`src/rtl/axis_batch_pkg.sv`:
```
// Shared types and the TLAST decision for the batch framer.
package axis_batch_pkg;

  typedef enum logic [1:0] {
    EMPTY = 2'd0,
    BUSY  = 2'd1,
    FULL  = 2'd2
  } state_t;

  localparam int MAX_BATCH = 65535;
  localparam int IDX_MAX_W = $clog2(MAX_BATCH + 1);

  typedef logic [IDX_MAX_W-1:0] beat_idx_t;

  function automatic logic is_last(input beat_idx_t idx, input beat_idx_t last_idx,
                                   input logic flush_p, input logic flush);
    return (idx == last_idx) || flush_p || flush;
  endfunction

endpackage

```
`src/rtl/axis_skid_buffer.sv`:
```
// Two-entry register slice with registered upstream ready; a tag bit is
// latched alongside the data whenever a beat enters the output register.
//   state | meaning
//   EMPTY | output register and skid register empty
//   BUSY  | output register holds a beat, skid empty
//   FULL  | both registers hold a beat, upstream ready held low
module axis_skid_buffer
  import axis_batch_pkg::*;
#(
  parameter int W = 16
) (
  input  logic         clk,
  input  logic         rst,
  input  logic [W-1:0] src_data,
  input  logic         src_valid,
  output logic         src_ready,
  input  logic         load_tag,
  output logic [W-1:0] dst_data,
  output logic         dst_tag,
  output logic         dst_valid,
  input  logic         dst_ready,
  output logic         load
);

  localparam logic [1:0] ST_EMPTY = EMPTY;
  localparam logic [1:0] ST_BUSY  = BUSY;
  localparam logic [1:0] ST_FULL  = FULL;

  logic [1:0]   state;
  logic [1:0]   state_n;
  logic [W-1:0] skid_data;
  logic         from_skid;
  logic         accept;
  logic         xfer;

  assign accept = src_valid && src_ready;
  assign xfer   = dst_valid && dst_ready;

  always_comb begin
    state_n   = state;
    load      = 1'b0;
    from_skid = 1'b0;
    case (state)
      ST_EMPTY: begin
        if (accept) begin
          state_n = ST_BUSY;
          load    = 1'b1;
        end
      end
      ST_BUSY: begin
        if (accept && xfer) begin
          load = 1'b1;
        end else if (accept) begin
          state_n = ST_FULL;
        end else if (xfer) begin
          state_n = ST_EMPTY;
        end
      end
      ST_FULL: begin
        if (xfer) begin
          state_n   = ST_BUSY;
          load      = 1'b1;
          from_skid = 1'b1;
        end
      end
      default: state_n = ST_EMPTY;
    endcase
  end

  always_ff @(posedge clk) begin
    if (rst) begin
      state     <= ST_EMPTY;
      src_ready <= 1'b0;
      dst_valid <= 1'b0;
      dst_data  <= '0;
      dst_tag   <= 1'b0;
      skid_data <= '0;
    end else begin
      state     <= state_n;
      src_ready <= (state_n != ST_FULL);
      dst_valid <= (state_n == ST_BUSY) || (state_n == ST_FULL);
      if (load) begin
        dst_data <= from_skid ? skid_data : src_data;
        dst_tag  <= load_tag;
      end
      // the only path into the skid is an accept while the output is stalled
      if ((state == ST_BUSY) && accept && !xfer) begin
        skid_data <= src_data;
      end
    end
  end

endmodule

```
`src/rtl/axis_batch_framer.sv`:
```
// AXI-Stream framer: re-times beats through a skid buffer and asserts TLAST
// every BATCH_SIZE beats or early on flush; counts completed batches.
module axis_batch_framer
  import axis_batch_pkg::*;
#(
  parameter int DATA_WIDTH = 16,
  parameter int BATCH_SIZE = 32,
  parameter int CNT_WIDTH  = 16
) (
  input  logic                  ap_clk,
  input  logic                  ap_rst,
  input  logic [DATA_WIDTH-1:0] s_axis_input_tdata,
  input  logic                  s_axis_input_tvalid,
  output logic                  s_axis_input_tready,
  output logic [DATA_WIDTH-1:0] m_axis_output_tdata,
  output logic                  m_axis_output_tvalid,
  output logic                  m_axis_output_tlast,
  input  logic                  m_axis_output_tready,
  input  logic                  flush,
  output logic [CNT_WIDTH-1:0]  batch_count
);

  localparam int IDX_W = $clog2(BATCH_SIZE + 1);

  logic [IDX_W-1:0] beat_idx;
  logic             flush_pending;
  logic             load;
  logic             tlast;

  // tlast is decided when a beat enters the output register, so a flush
  // raised while a beat waits in the skid still closes the batch on it
  assign tlast = is_last(beat_idx_t'(beat_idx), beat_idx_t'(BATCH_SIZE - 1),
                         flush_pending, flush);

  axis_skid_buffer #(
    .W (DATA_WIDTH)
  ) u_skid (
    .clk       (ap_clk),
    .rst       (ap_rst),
    .src_data  (s_axis_input_tdata),
    .src_valid (s_axis_input_tvalid),
    .src_ready (s_axis_input_tready),
    .load_tag  (tlast),
    .dst_data  (m_axis_output_tdata),
    .dst_tag   (m_axis_output_tlast),
    .dst_valid (m_axis_output_tvalid),
    .dst_ready (m_axis_output_tready),
    .load      (load)
  );

  always_ff @(posedge ap_clk) begin
    if (ap_rst) begin
      beat_idx      <= '0;
      flush_pending <= 1'b0;
    end else if (load) begin
      beat_idx <= tlast ? '0 : beat_idx + IDX_W'(1);
      if (tlast) begin
        flush_pending <= 1'b0;
      end
    end else if (flush) begin
      flush_pending <= 1'b1;
    end
  end

  always_ff @(posedge ap_clk) begin
    if (ap_rst) begin
      batch_count <= '0;
    end else if (m_axis_output_tvalid && m_axis_output_tready && m_axis_output_tlast) begin
      batch_count <= batch_count + CNT_WIDTH'(1);
    end
  end

endmodule
```
`config.mk`:
```
export PLATFORM = sky130hd
export DESIGN_NAME = axis_batch_framer
export DESIGN_NICKNAME = d
export VERILOG_FILES = /design/src/rtl/axis_batch_pkg.sv /design/src/rtl/axis_skid_buffer.sv /design/src/rtl/axis_batch_framer.sv
export SDC_FILE = /design/constraint.sdc
export NUM_CORES = 1
export LEC_CHECK = 0
export CAP_MARGIN = 20
export CELL_PAD_IN_SITES_DETAIL_PLACEMENT = 2
export CELL_PAD_IN_SITES_GLOBAL_PLACEMENT = 2
export CORE_MARGIN = 2
export CORE_UTILIZATION = 33
export CTS_BUF_LIST = sky130_fd_sc_hd__clkbuf_4 sky130_fd_sc_hd__clkbuf_8
export CTS_CLUSTER_SIZE = 30
export DETAILED_ROUTE_END_ITERATION = 8
export HOLD_SLACK_MARGIN = 0.12
export PLACE_DENSITY = 0.83
export SLEW_MARGIN = 20
export SYNTH_ARGS = -nofsm -noshare
export SYNTH_HDL_FRONTEND = slang
export SYNTH_HIERARCHICAL = 1
export SYNTH_SLANG_ARGS = --single-unit
```
`constraint.sdc`:
```
create_clock -name ap_clk -period 2.43 [get_ports ap_clk]
set_input_delay 0.243 -clock ap_clk [delete_from_list [all_inputs] [get_ports ap_clk]]
set_output_delay 0.243 -clock ap_clk [all_outputs]
set_load 0.005 [all_outputs]
```
# Word level (Yosys, flattened, before mapping)
# Index checks and enable logic that the tools add are counted.
dict set report word_totals {
  out_inout_bits 35
  inputBits 21
  elab_cells 47
  regBits 60
}
dict set report classes {
  addsub 2
  n_reduce_logical 13
  eq_ne 7
  n_mux 16
}
# op count
set op_table {}
lappend op_table {{$add 16x1->16 const B} 1}
lappend op_table {{$mux 16} 1}
lappend op_table {{$mux 2} 5}
lappend op_table {{$mux 1} 7}
lappend op_table {{$add 6x1->6 const B} 1}
lappend op_table {{$eq 6x5->1 const B} 1}
lappend op_table {{$logic_and 1x1->1} 6}
lappend op_table {{$mux 6} 1}
lappend op_table {{$pmux 2 s3} 1}
lappend op_table {{$eq 2x1->1 const B} 2}
lappend op_table {{$eq 2x2->1 const B} 2}
lappend op_table {{$logic_or 1x1->1} 3}
lappend op_table {{$pmux 1 s3} 1}
lappend op_table {{$logic_not 2->1} 1}
lappend op_table {{$ne 2x1->1 const B} 1}
lappend op_table {{$ne 2x2->1 const B} 1}
lappend op_table {{$reduce_and 2->1} 1}
lappend op_table {{$reduce_bool 2->1} 1}
lappend op_table {{$logic_not 1->1} 1}

# Longest topological paths before layout
# Gate-level depths: netlist of the first run.
dict set report depth {
  word_depth 7
  depth_mapped 9
  depth_no_buf 6
}

# Modules after synthesis
# The synthesis of the first run kept the hierarchy.
# module area_each_um2 instances seq_area_each_um2 cells_each
set by_module_without_submodules {}
lappend by_module_without_submodules {axis_skid_buffer 1614.0 1 740.7 147}
lappend by_module_without_submodules {axis_batch_framer 1006.0 1 460.4 111}

# Worst setup path after synthesis of the first run
# No wires, ideal clock.
dict set report synth_path {
  path_kind {register to register}
  from {register u_skid.state[1]}
  to {register beat_idx[5]}
  arrival_time_ns 1.771
  period_less_slack_ns 1.887
  setup_slack_ns 0.543
  path_stages_with_launch 10
  required_time_ns 2.314
  n_path_buf 3
  setup_time_ns 0.116
  cell_sequence {dfxtp_1 nand4b_1 buf_6 o211ai_4 buf_4 clkbuf_1 nand4_1 nor2_1 xnor2_1 nor2_1}
}
dict set report synth_between {
  elab_chain_len 2
  elab_cells_between_ends 4
  classes_between {eq/ne (2); mux (1); reduce/logical (1)}
}
# element line
set synth_rtl {}
lappend synth_rtl {{from (decl)} axis_skid_buffer.sv:29} ;# logic [1:0] state;
lappend synth_rtl {{from (signal assigned)} axis_skid_buffer.sv:79} ;# state <= state_n;
lappend synth_rtl {{$eq 2x2->1 (tied with other cells)} axis_skid_buffer.sv:43} ;# case (state)
lappend synth_rtl {{$pmux 1 s3 *} axis_skid_buffer.sv:43}
lappend synth_rtl {{net load} axis_batch_framer.sv:27} ;# logic load;
lappend synth_rtl {{to (signal assigned)} axis_batch_framer.sv:56} ;# beat_idx <= tlast ? '0 : beat_idx + IDX_W'(1);
lappend synth_rtl {{to (decl)} axis_batch_framer.sv:25} ;# logic [IDX_W-1:0] beat_idx;
# The timed path passes the listed nets; every way through them passes the cells marked *.
# A chain may end at the register's enable or synchronous reset.

# Worst setup path after layout of the first run
dict set report layout_path {
  from {register batch_count[0]}
  to {register batch_count[14]}
}
dict set report layout_between {
  elab_chain_len 1
}
# element line
set layout_rtl {}
lappend layout_rtl {{from (decl)} axis_batch_framer.sv:20} ;# output logic [CNT_WIDTH-1:0] batch_count
lappend layout_rtl {{from (signal assigned)} axis_batch_framer.sv:69} ;# batch_count <= batch_count + CNT_WIDTH'(1);
lappend layout_rtl {{$add 16x1->16} axis_batch_framer.sv:69}
# No other way between the ends.

==> metrics.md, run 1 <==
| Metric | Value |
|---|---|
| Status | finished, final reports clean |
| Leakage | 1.29 nW |
| CP max FO | 7 |
| Switch share | 27.1% |
| Worst flop-to-flop path endpoint | batch_count[14] |
| Maxcap violations | 0 |
| Die Y-Extent | 93.1 µm |
| Post-Route WL | 7.25 mm |
| DP Wirelength | 5.06 mm |
| Cts repair resizes | 0 |
| Critical Path Start Type | flop |
| Synthesized area per cell | 10.2 µm² |
| RePlAce Congestion | 0.679 |
| Die area | 8670 µm² |
| Max Freq | 0.537 GHz |
| Core area | 7730 µm² |
| CP Class | flop to flop |
| Placed insts | 406 |
| PortBufs | 55 |
| Worst vdd ir | 0.326 mV |
| Total power per unit cell area | 638 nW/µm² |
| Inserted Clock Buffers | 9 |
| Skew-Pair Late Insertion Delay | 0.34 ns |
| Switch Pwr | 0.000591 W |
| Root Driver | clkbuf_8 |
| DRC Markers | 0 |
| DP Area | 3240 µm² |
| Internal power consumption | 0.00159 W |
| Worst Hold Class | primary input to flop |
| Horiz. Die Dim | 93.1 µm |
| Slew Limit Fails | 0 |
| Final period demand of the worst path | 1.86 ns |
| Via density | 5.04 |
| Crit path capture type | flop |
| Ys async rst share | 0% |
| Period utilization | 76.7% |
| Critical Path AT | 2.12 ns |
| Register area share after synthesis | 45.8% |
| Initial antenna violation count | 0 |
| Final hold viol count | 0 |
| Critical path required time | 2.69 ns |
| Cells after Synth | 258 |
| Overall routing resource usage | 18.3% |
| Overflow after GRT | 0 |
| Post-CTS setup buffers | 0 |
| Synth Warn # | 6 |
| Max Root-Sink Buffers | 2 |
| # diodes | 0 |
| CTS clk-pin slew, worst paths | 0.07 ns |
| RSZ-0062 raised after global routing | false |
| TritonCTS clock tree | yes |
| H-tree levels | 3 |
| Synth Cell Area | 2620 µm² |
| Vias in the first global route | 2393 |
| Yosys cell types | 41 |
| R2r worst-path depth | 5 |
| EDFF count, synth | 0 |
| Synthesis-to-layout area growth | 30.4% |
| First-pass GRT wire length | 12.2 mm |
| DRT iter0 DRCs | 48 |
| Overall Power | 0.00218 W |
| Clock sinks | 60 |
| Setup total negative slack | 0 ns |
| Wire per inst | 17.2 µm |
| Clk_skew | 0.00889 ns |
| I/O pin total | 56 |
| Hold EP | u_skid/src_ready |
| Tightest Pin Transition | 0.520 ns |
| # setup viols final | 0 |
| Starting Density | 33.9% |
| Relative slew slack | 65.3% |
| Most used DFF post-synth | dfxtp_1 |
| Drt pass-1 iters | 4 |
| Post-Layout Inst Area | 3420 µm² |
| Share of layout cells above drive strength 1 | 12.8% |
| Sequential Power Share | 48.6% |
| Logic pwr share | 13.0% |
| WHS Path Cells | 2 |
| Largest net degree at the start of global routing | 33 |
| Post-Layout Cell Count | 422 |
| Hold-fix buffers, CTS | 0 |
| Synth Register Bits | 60 |
| Net count, final | 339 |
| Routed via count | 2127 |
| FF-to-FF Start | batch_count[0] |
| Rows | 32 |
| Post-DRT Antenna Nets | 0 |
| Hold Crit Start | ap_rst |
| Synthesized Nets | 282 |
| FF-to-FF setup slack | 0.57 ns |
| Clk pwr share | 38.3% |
state kept, by name, summed over array words and instances, names as in the netlist:
signal and cells:
beat_idx 6, u_skid/dst_data 16, u_skid/src_ready 1, batch_count 16
u_skid/skid_data 16, u_skid/state 2, flush_pending 1, u_skid/dst_tag 1
u_skid/dst_valid 1
worst max-delay path, cell delays in order, from the launching register on:
cell and delay (ns):
dfxtp_1 0.42, ha_1 0.21, and3_1 0.24, nand2_1 0.20, or4_1 0.55, a21oi_1 0.16
cell usage after synthesis (4+ instances only):
cell type | instances | area share [%]
clkbuf_1 | 6 | 0.86
nand4_1 | 7 | 1.7
or4_1 | 4 | 1.1
a211oi_2 | 13 | 6.2
nand3_1 | 5 | 0.95
xor2_1 | 12 | 4.0
o31ai_1 | 5 | 1.4
a21oi_1 | 7 | 1.3
dfxtp_1 | 60 | 46
mux2i_1 | 35 | 13
nand2_1 | 9 | 1.3
nor2_1 | 53 | 7.6
worst max path at each step:
stage                     cells past startpoint            startpoint  slack, ns              end
final                                         5        batch_count[0]       0.57  batch_count[14]
after global routing                          5        batch_count[0]       0.42  batch_count[14]
after CTS                                     5        batch_count[0]       0.55  batch_count[14]
after detailed placement                      5  m_axis_output_tready       0.39  batch_count[14]
after global placement                        5  m_axis_output_tready       0.51  batch_count[14]
after floorplan                               9       u_skid/state[1]       0.54      beat_idx[5]
per-layer routing:
layer,share of wire [%],global-route usage (%)
met1,41,20.2
met2,54,33.3
met3,2.5,3.95
met4,2.3,8.33
met5,0,0
metrics by stage:
| step | setup WS, ns | hold WS (ns) | utilization [%] |
|---|---|---|---|
| 2_1_floorplan | 0.543 | 0.390 | - |
| 5_1_grt | 0.421 | 0.361 | 44.2 |
| 3_3_place_gp | 0.510 | 0.465 | 41.9 |
| 4_1_cts | 0.551 | 0.346 | 44.2 |
| 3_5_place_dp | 0.390 | 0.486 | 41.9 |
| 6_report | 0.567 | 0.353 | 44.2 |
power by group through the flow:
stage / combinational, W / clock (W) / sequential, W
after floorplan: 0.000154 / 0 / 0.00108
after global placement: 0.000273 / 0 / 0.00108
after detailed placement: 0.000287 / 0 / 0.00108
after CTS: 0.000289 / 0.000867 / 0.00106
after global routing: 0.000312 / 0.000914 / 0.00107
final: 0.000284 / 0.000836 / 0.00106
cells in the final DEF, fill, tap and decap left out, drive strengths merged:
cell / n
nor3: 1
o22ai: 1
nor2: 53
dfxtp: 60
a21o: 1
a211oi: 16
nand4: 8
o31ai: 5
mux2i: 35
and2: 1
buf: 7
nand2: 9
clkinvlp: 3
inv: 3
o21ai: 2
clkinv: 1
nand4b: 1
nand4bb: 1
nand3: 5
ha: 3
clkdlybuf4s50: 54
or4: 4
and3b: 1
a21oi: 7
xor2: 12
a21boi: 1
or3: 2
nor2b: 2
xnor2: 3
clkbuf: 11
and4: 2
and3: 3
o21a: 1
o211ai: 1
kinds of logic (layout without fill, tap and decap cells):
group	after synthesis	after routing	synth area share, %
muxes	35	35	13.4
and+or+nand+nor	93	93	17.5
buffers and inverters	17	79	4.68
AOI/OAI and AO/OA	35	35	12.1
xor gates and xnor gates	15	15	5.01
DFF	60	60	45.8
adders and majority gates	3	3	1.43
layout make-up:
type / count / area (µm²)
fill: 811 / 4310
multi-input combinational: 181 / 1300
sequential: 60 / 1200
timing repair buffer: 61 / 603
clock buffer: 11 / 145
tap: 102 / 128
clock inverter: 5 / 36.3
inverter: 2 / 7.51
Note: power is estimated with default switching activity, not from simulation.
==> run 2: changes to the inputs <==
Settings changed: CORE_UTILIZATION 33 to 29, PLACE_DENSITY 0.83 to 0.78.
Clock period 2.43 ns to 1.6 ns, I/O delays scaled along.
==> metrics.md, run 2 (synthesis gave the netlist of run 1 again) <==
| Metric | Value |
|---|---|
| Drt pass-1 iters | 3 (was 4) |
| Via density | 4.86 (was 5.04) |
| Clock sinks | 60 (unchanged) |
| Routed via count | 2230 (was 2127) |
| Pre-CTS WS | -0.301 ns (was 0.390 ns) |
| Sequential Area | 1210 µm² (was 1200 µm²) |
| Inserted Clock Buffers | 9 (unchanged) |
| CTS clk-pin slew, worst paths | 0.08 ns (was 0.07 ns) |
| Crit path capture type | output pin (was flop) |
| Die Y-Extent | 99.1 µm (was 93.1 µm) |
| Leakage | 1.51 nW (was 1.29 nW) |
| Overall routing resource usage | 15.8% (was 18.3%) |
| FF-to-FF Start | batch_count[4] (was batch_count[0]) |
| Stages on worst setup path | 2 (was 5) |
| Final hold viol count | 0 (unchanged) |
| Share of layout cells above drive strength 1 | 26.5% (was 12.8%) |
| DRC Markers | 0 (unchanged) |
| Multi-input logic area | 1360 µm² (was 1300 µm²) |
| Most common cell after layout, fill and taps aside | dfxtp_1 (unchanged) |
| Clk_skew | 0.0106 ns (was 0.00889 ns) |
| # diodes | 0 (unchanged) |
| CP Class | flop to output pin (was flop to flop) |
| Worst Hold Class | primary input to flop (unchanged) |
| Starting Density | 30.0% (was 33.9%) |
| I/O pin total | 56 (unchanged) |
| DP Wirelength | 4.97 mm (was 5.06 mm) |
| Status | finished, final reports clean (unchanged) |
| Slew Limit Fails | 0 (unchanged) |
| Worst vdd ir | 0.382 mV (was 0.326 mV) |
| Horiz. Die Dim | 99.1 µm (was 93.1 µm) |
| Worst flop-to-flop path endpoint | batch_count[13] (was batch_count[14]) |
| FF-to-FF setup slack | 0.08 ns (was 0.57 ns) |
| Top flop regs | batch_count: 16 flops, u_skid/dst_data: 16 flops, u_skid/skid_data: 16 flops (unchanged) |
| R2r worst-path depth | 4 (was 5) |
| Post-Layout Cell Count | 459 (was 422) |
| Critical Path AT | 1.38 ns (was 2.12 ns) |
| Max Freq | 0.650 GHz |
| Critical path buffer and inverter count | 2 (was 0) |
| Skew-Pair Late Insertion Delay | 0.35 ns (was 0.34 ns) |
| Largest net degree at the start of global routing | 38 (was 33) |
| Cell family with most CP delay | buffers and inverters (was simple AND/OR/NAND/NOR gates) |
| Initial antenna violation count | 0 (unchanged) |
| Core area | 8720 µm² (was 7730 µm²) |
| Slowest-stage cell, CP | clkdlybuf4s50_1 (was or4_1) |
| Critical Path Start Type | flop (unchanged) |
| Placed insts | 439 (was 406) |
| Period utilization | 96.1% |
| Wire per inst | 16.0 µm (was 17.2 µm) |
| Post-Layout Inst Area | 3810 µm² (was 3420 µm²) |
| Synthesis-to-layout area growth | 45.3% (was 30.4%) |
| # fillers | 938 (was 811) |
| Post-Route WL | 7.32 mm (was 7.25 mm) |
| RePlAce Congestion | 0.753 (was 0.679) |
| First-pass GRT wire length | 12.2 mm (about the same) |
| PortBufs | 55 (unchanged) |
| DRT iter0 DRCs | 31 (was 48) |
| Crit-path cells | buf_4 > clkdlybuf4s50_1 (was ha_1 > and3_1 > nand2_1 > or4_1 > a21oi_1) |
| CP max FO | 4 (was 7) |
| Net count, final | 370 (was 339) |
| Post-DRT Antenna Nets | 0 (unchanged) |
| PnR worst setup slack | 0.0619 ns (was 0.567 ns) |
| Overflow after GRT | 0 (unchanged) |
| Critical Path Sink | batch_count[8] (was batch_count[14]) |
| Maxcap violations | 0 (unchanged) |
| H-tree levels | 3 (unchanged) |
| Most frequent cells in the layout | dfxtp_1 (54), clkdlybuf4s50_1 (53), nor2_1 (52) (was dfxtp_1 (60), clkdlybuf4s50_1 (54), nor2_1 (53)) |
| Setup crit start | batch_count[8] (was batch_count[0]) |
| Total power per unit cell area | 960 nW/µm² (was 638 nW/µm²) |
| Max Root-Sink Buffers | 2 (unchanged) |
| Relative slew slack | 77.4% (was 65.3%) |
| Rows | 34 (was 32) |
| Root Driver | clkbuf_8 (unchanged) |
| Final period demand of the worst path | 1.54 ns |
| Vias in the first global route | 2422 (was 2393) |
| Die area | 9810 µm² (was 8670 µm²) |
| TritonCTS clock tree | yes (unchanged) |
| CP peak stage delay | 0.49 ns (was 0.55 ns) |
| # setup viols final | 0 (unchanged) |
| Tightest Pin Transition | 0.339 ns (was 0.520 ns) |
| DP Area | 3470 µm² (was 3240 µm²) |
| Critical path required time | 1.44 ns (was 2.69 ns) |
| Hold-fix buffers, CTS | 0 (unchanged) |
==> run 2: worst min-delay path by stage <==
stage	start	endpoint	slack, ns	cells after the start
2_1_floorplan	s_axis_input_tdata[0]	u_skid/skid_data[0]	0.31	2
3_3_place_gp	batch_count[15]	batch_count[15]	0.47	2
3_5_place_dp	u_skid/skid_data[6]	u_skid/skid_data[6]	0.49	2
4_1_cts	ap_rst	batch_count[2]	0.17	2
5_1_grt	ap_rst	batch_count[3]	0.20	2
6_report	ap_rst	batch_count[3]	0.18	2
==> run 2: what timing repair did <==
item | in CTS | in global routing
buffers inserted | 0 | 4
endpoints found under the setup margin | 5 | 24
gates resized for setup | 5 | 20
pin swaps | 0 | 7
==> run 2: final cells by class <==
type,instances,share of cell area [%]
repair buffers,92,22.9
clock buffers,9,3.25
inverters,2,0.197
multi-input cells,181,35.6
clock inverters,7,2.63
flip-flops and latches,60,31.9
well taps,108,3.55
==> run 2: report_power, final <==
group	internal [W]	switching (W)
Combinational	0.000269	0.000215
Sequential	0.00156	0.0000532
Clock	0.000887	0.000671
Total	0.00272	0.000938
==> run 2: metal layers <==
metal  wire length (µm)  vias up  GRT usage [%]  share of wire [%]
met2               3590       46           25.8                 49
met3                293       11           3.26                4.0
met1               3310     1086           20.1                 45
met4                130        0           6.74                1.8
li1                   -     1087              -                  -
met5                  0        -              0                  0
==> run 2: stage by stage <==
stage | TNS, ns | util [%] | power [W] | hold slack (ns)
5_1_grt | -0.0323 | 43.7 | 0.00383 | 0.198
4_1_cts | 0 | 42.5 | 0.00371 | 0.170
3_5_place_dp | -9.36 | 39.8 | 0.00212 | 0.486
6_report | 0 | 43.7 | 0.00366 | 0.183
3_3_place_gp | -5.68 | 39.8 | 0.00210 | 0.467
2_1_floorplan | -0.0733 | - | 0.00188 | 0.307
==> run 2: worst register-to-register path, delay by kind of cell (launching register included) <==
family | cells | cell delay, ns
simple gates | 3 | 0.94
compound gates | 1 | 0.16
flops | 1 | 0.34
==> run 3: changes to the inputs <==
Settings changed: CORE_ASPECT_RATIO set to 0.6, CORE_UTILIZATION 29 to 35, PLACE_DENSITY 0.78 to 0.88.
Clock period 1.6 ns to 1.81 ns, I/O delays scaled along.
==> metrics.md, run 3 (synthesis gave the netlist of run 1 again) <==
| Metric | Value |
|---|---|
| Worst Hold Class | primary input to flop (unchanged) |
| Final hold viol count | 0 (unchanged) |
| DP Wirelength | 5.24 mm (was 4.97 mm) |
| Multi-input logic area | 1300 µm² (was 1360 µm²) |
| Post-Route WL | 8.11 mm (was 7.32 mm) |
| R2r worst-path depth | 4 (unchanged) |
| Crit path capture type | flop (was output pin) |
| Tightest Pin Transition | 0.400 ns (was 0.339 ns) |
| Core area | 7270 µm² (was 8720 µm²) |
| Worst flop-to-flop path endpoint | batch_count[15] (was batch_count[13]) |
| Largest net degree at the start of global routing | 26 (was 38) |
| Max Freq | 0.580 GHz |
| Critical Path Start Type | flop (unchanged) |
| Hold Crit Start | ap_rst (unchanged) |
| WHS Path Cells | 2 (unchanged) |
| Overall Power | 0.00311 W (was 0.00366 W) |
| First-pass GRT wire length | 13.3 mm (was 12.2 mm) |
| Die Y-Extent | 71.0 µm (was 99.1 µm) |
| CP max FO | 6 (was 4) |
| I/O pin total | 56 (unchanged) |
| Root Driver | clkbuf_8 (unchanged) |
| Post-Layout Cell Count | 434 (was 459) |
| PortBufs | 55 (unchanged) |
| Max Root-Sink Buffers | 2 (unchanged) |
| # setup viols final | 0 (unchanged) |
| Most frequent cells in the layout | dfxtp_1 (59), clkdlybuf4s50_1 (54), nor2_1 (53) (was dfxtp_1 (54), clkdlybuf4s50_1 (53), nor2_1 (52)) |
| Worst vdd ir | 0.441 mV (was 0.382 mV) |
| Total power per unit cell area | 872 nW/µm² (was 960 nW/µm²) |
| RePlAce Congestion | 0.701 (was 0.753) |
| Post-DRT Antenna Nets | 0 (unchanged) |
| Horiz. Die Dim | 116 µm (was 99.1 µm) |
| Maxcap violations | 0 (unchanged) |
| Rows | 24 (was 34) |
| Vias in the first global route | 2521 (was 2422) |
| Placed insts | 418 (was 439) |
| Skew-Pair Late Insertion Delay | 0.35 ns (about the same) |
| Via density | 5.06 (was 4.86) |
| Inserted Clock Buffers | 9 (unchanged) |
| Overflow after GRT | 0 (unchanged) |
| Routed via count | 2194 (was 2230) |
| CTS clk-pin slew, worst paths | 0.08 ns (about the same) |
| Period utilization | 95.2% |
| Synthesis-to-layout area growth | 36.1% (was 45.3%) |
| DRT iter0 DRCs | 63 (was 31) |
| Hold EP | batch_count[2] (was batch_count[3]) |
| Slew Limit Fails | 0 (unchanged) |
| # fillers | 770 (was 938) |
| Top flop regs | batch_count: 16 flops, u_skid/dst_data: 16 flops, u_skid/skid_data: 16 flops (unchanged) |
| TritonCTS clock tree | yes (unchanged) |
| RSZ-0062 raised after global routing | false |
| Drt pass-1 iters | 4 (was 3) |
| Share of layout cells above drive strength 1 | 16.4% (was 26.5%) |
| Net count, final | 349 (was 370) |
| Starting Density | 36.1% (was 30.0%) |
| Sequential Area | 1200 µm² (was 1210 µm²) |
| Clk_skew | 0.0144 ns (was 0.0106 ns) |
| Final period demand of the worst path | 1.72 ns |
| FF-to-FF Start | u_skid/dst_valid (was batch_count[4]) |
| Wire per inst | 18.7 µm (was 16.0 µm) |
| Most common cell after layout, fill and taps aside | dfxtp_1 (unchanged) |
| Leakage | 1.38 nW (was 1.51 nW) |
| Setup total negative slack | 0 ns (unchanged) |
| Clock sinks | 60 (unchanged) |
| Critical Path AT | 2.01 ns (was 1.38 ns) |
| Critical path required time | 2.09 ns (was 1.44 ns) |
| H-tree levels | 3 (unchanged) |
| # diodes | 0 (unchanged) |
| DRC Markers | 0 (unchanged) |
| Pre-CTS WS | -0.120 ns (was -0.301 ns) |
| Initial antenna violation count | 0 (unchanged) |
| Hold slack | 0.234 ns (was 0.183 ns) |
| Die area | 8220 µm² (was 9810 µm²) |
| Relative slew slack | 73.1% (was 77.4%) |
| Status | finished, final reports clean (unchanged) |
| Overall routing resource usage | 21.2% (was 15.8%) |
| CP Class | flop to flop (was flop to output pin) |
| PnR worst setup slack | 0.0863 ns (was 0.0619 ns) |
| FF-to-FF setup slack | 0.09 ns (was 0.08 ns) |
run 3: cell types whose count changed in the layout (fill, tap and decap cells not counted), moves of 3 or more:
cell	delta
dfxtp_2	-3
clkinv_4	-3
buf_4	-22
dfxtp_1	+5
run 3: per-stage QoR:
step | cell area, µm² | util (%)
3_5_place_dp | 3350 | 46.1
2_1_floorplan | 2620 | -
4_1_cts | 3560 | 48.9
6_report | 3560 | 49.1
5_1_grt | 3560 | 49.1
3_3_place_gp | 3350 | 46.1
run 3: layer usage:
metal / wire length (µm) / track usage (%) / vias up
met5: 0 / 0 / -
met4: 129 / 6.22 / 0
met3: 313 / 6.08 / 13
met2: 4040 / 37.7 / 47
met1: 3630 / 24.8 / 1090
li1: - / - / 1044
run 3: worst max path at each step:
stage,startpoint,end,slack (ns),cells after the start
2_1_floorplan,u_skid/state[1],beat_idx[5],0.03,9
3_3_place_gp,m_axis_output_tready,batch_count[14],0.01,5
3_5_place_dp,m_axis_output_tready,batch_count[15],-0.12,5
4_1_cts,batch_count[1],batch_count[14],0.05,5
5_1_grt,batch_count[6],batch_count[13],0.02,4
6_report,u_skid/dst_valid,batch_count[15],0.09,4
run 3: power by group:
group          internal (W)  total, W  switching, W
logic              0.000218  0.000411      0.000193
clock network      0.000721   0.00127      0.000550
registers           0.00138   0.00143     0.0000448
total               0.00232   0.00311      0.000787
run 3: repair_timing:
action	in CTS	in global routing
hold buffers	0	0
setup endpoints to repair	0	5
resized for setup	0	4
setup buffers	0	0
run 3: layout make-up:
type	count	area share, %
timing repair buffer	71	20.2
multi-input combinational	181	36.4
tap	104	3.65
inverter	2	0.211
clock buffer	12	4.46
clock inverter	4	1.33
sequential	60	33.7
run 3: critical path, stage by stage, from the launching register on:
cell	delay [ns]
dfxtp_1	0.48
and3_2	0.30
nand2_1	0.19
or4_1	0.52
a21oi_1	0.17
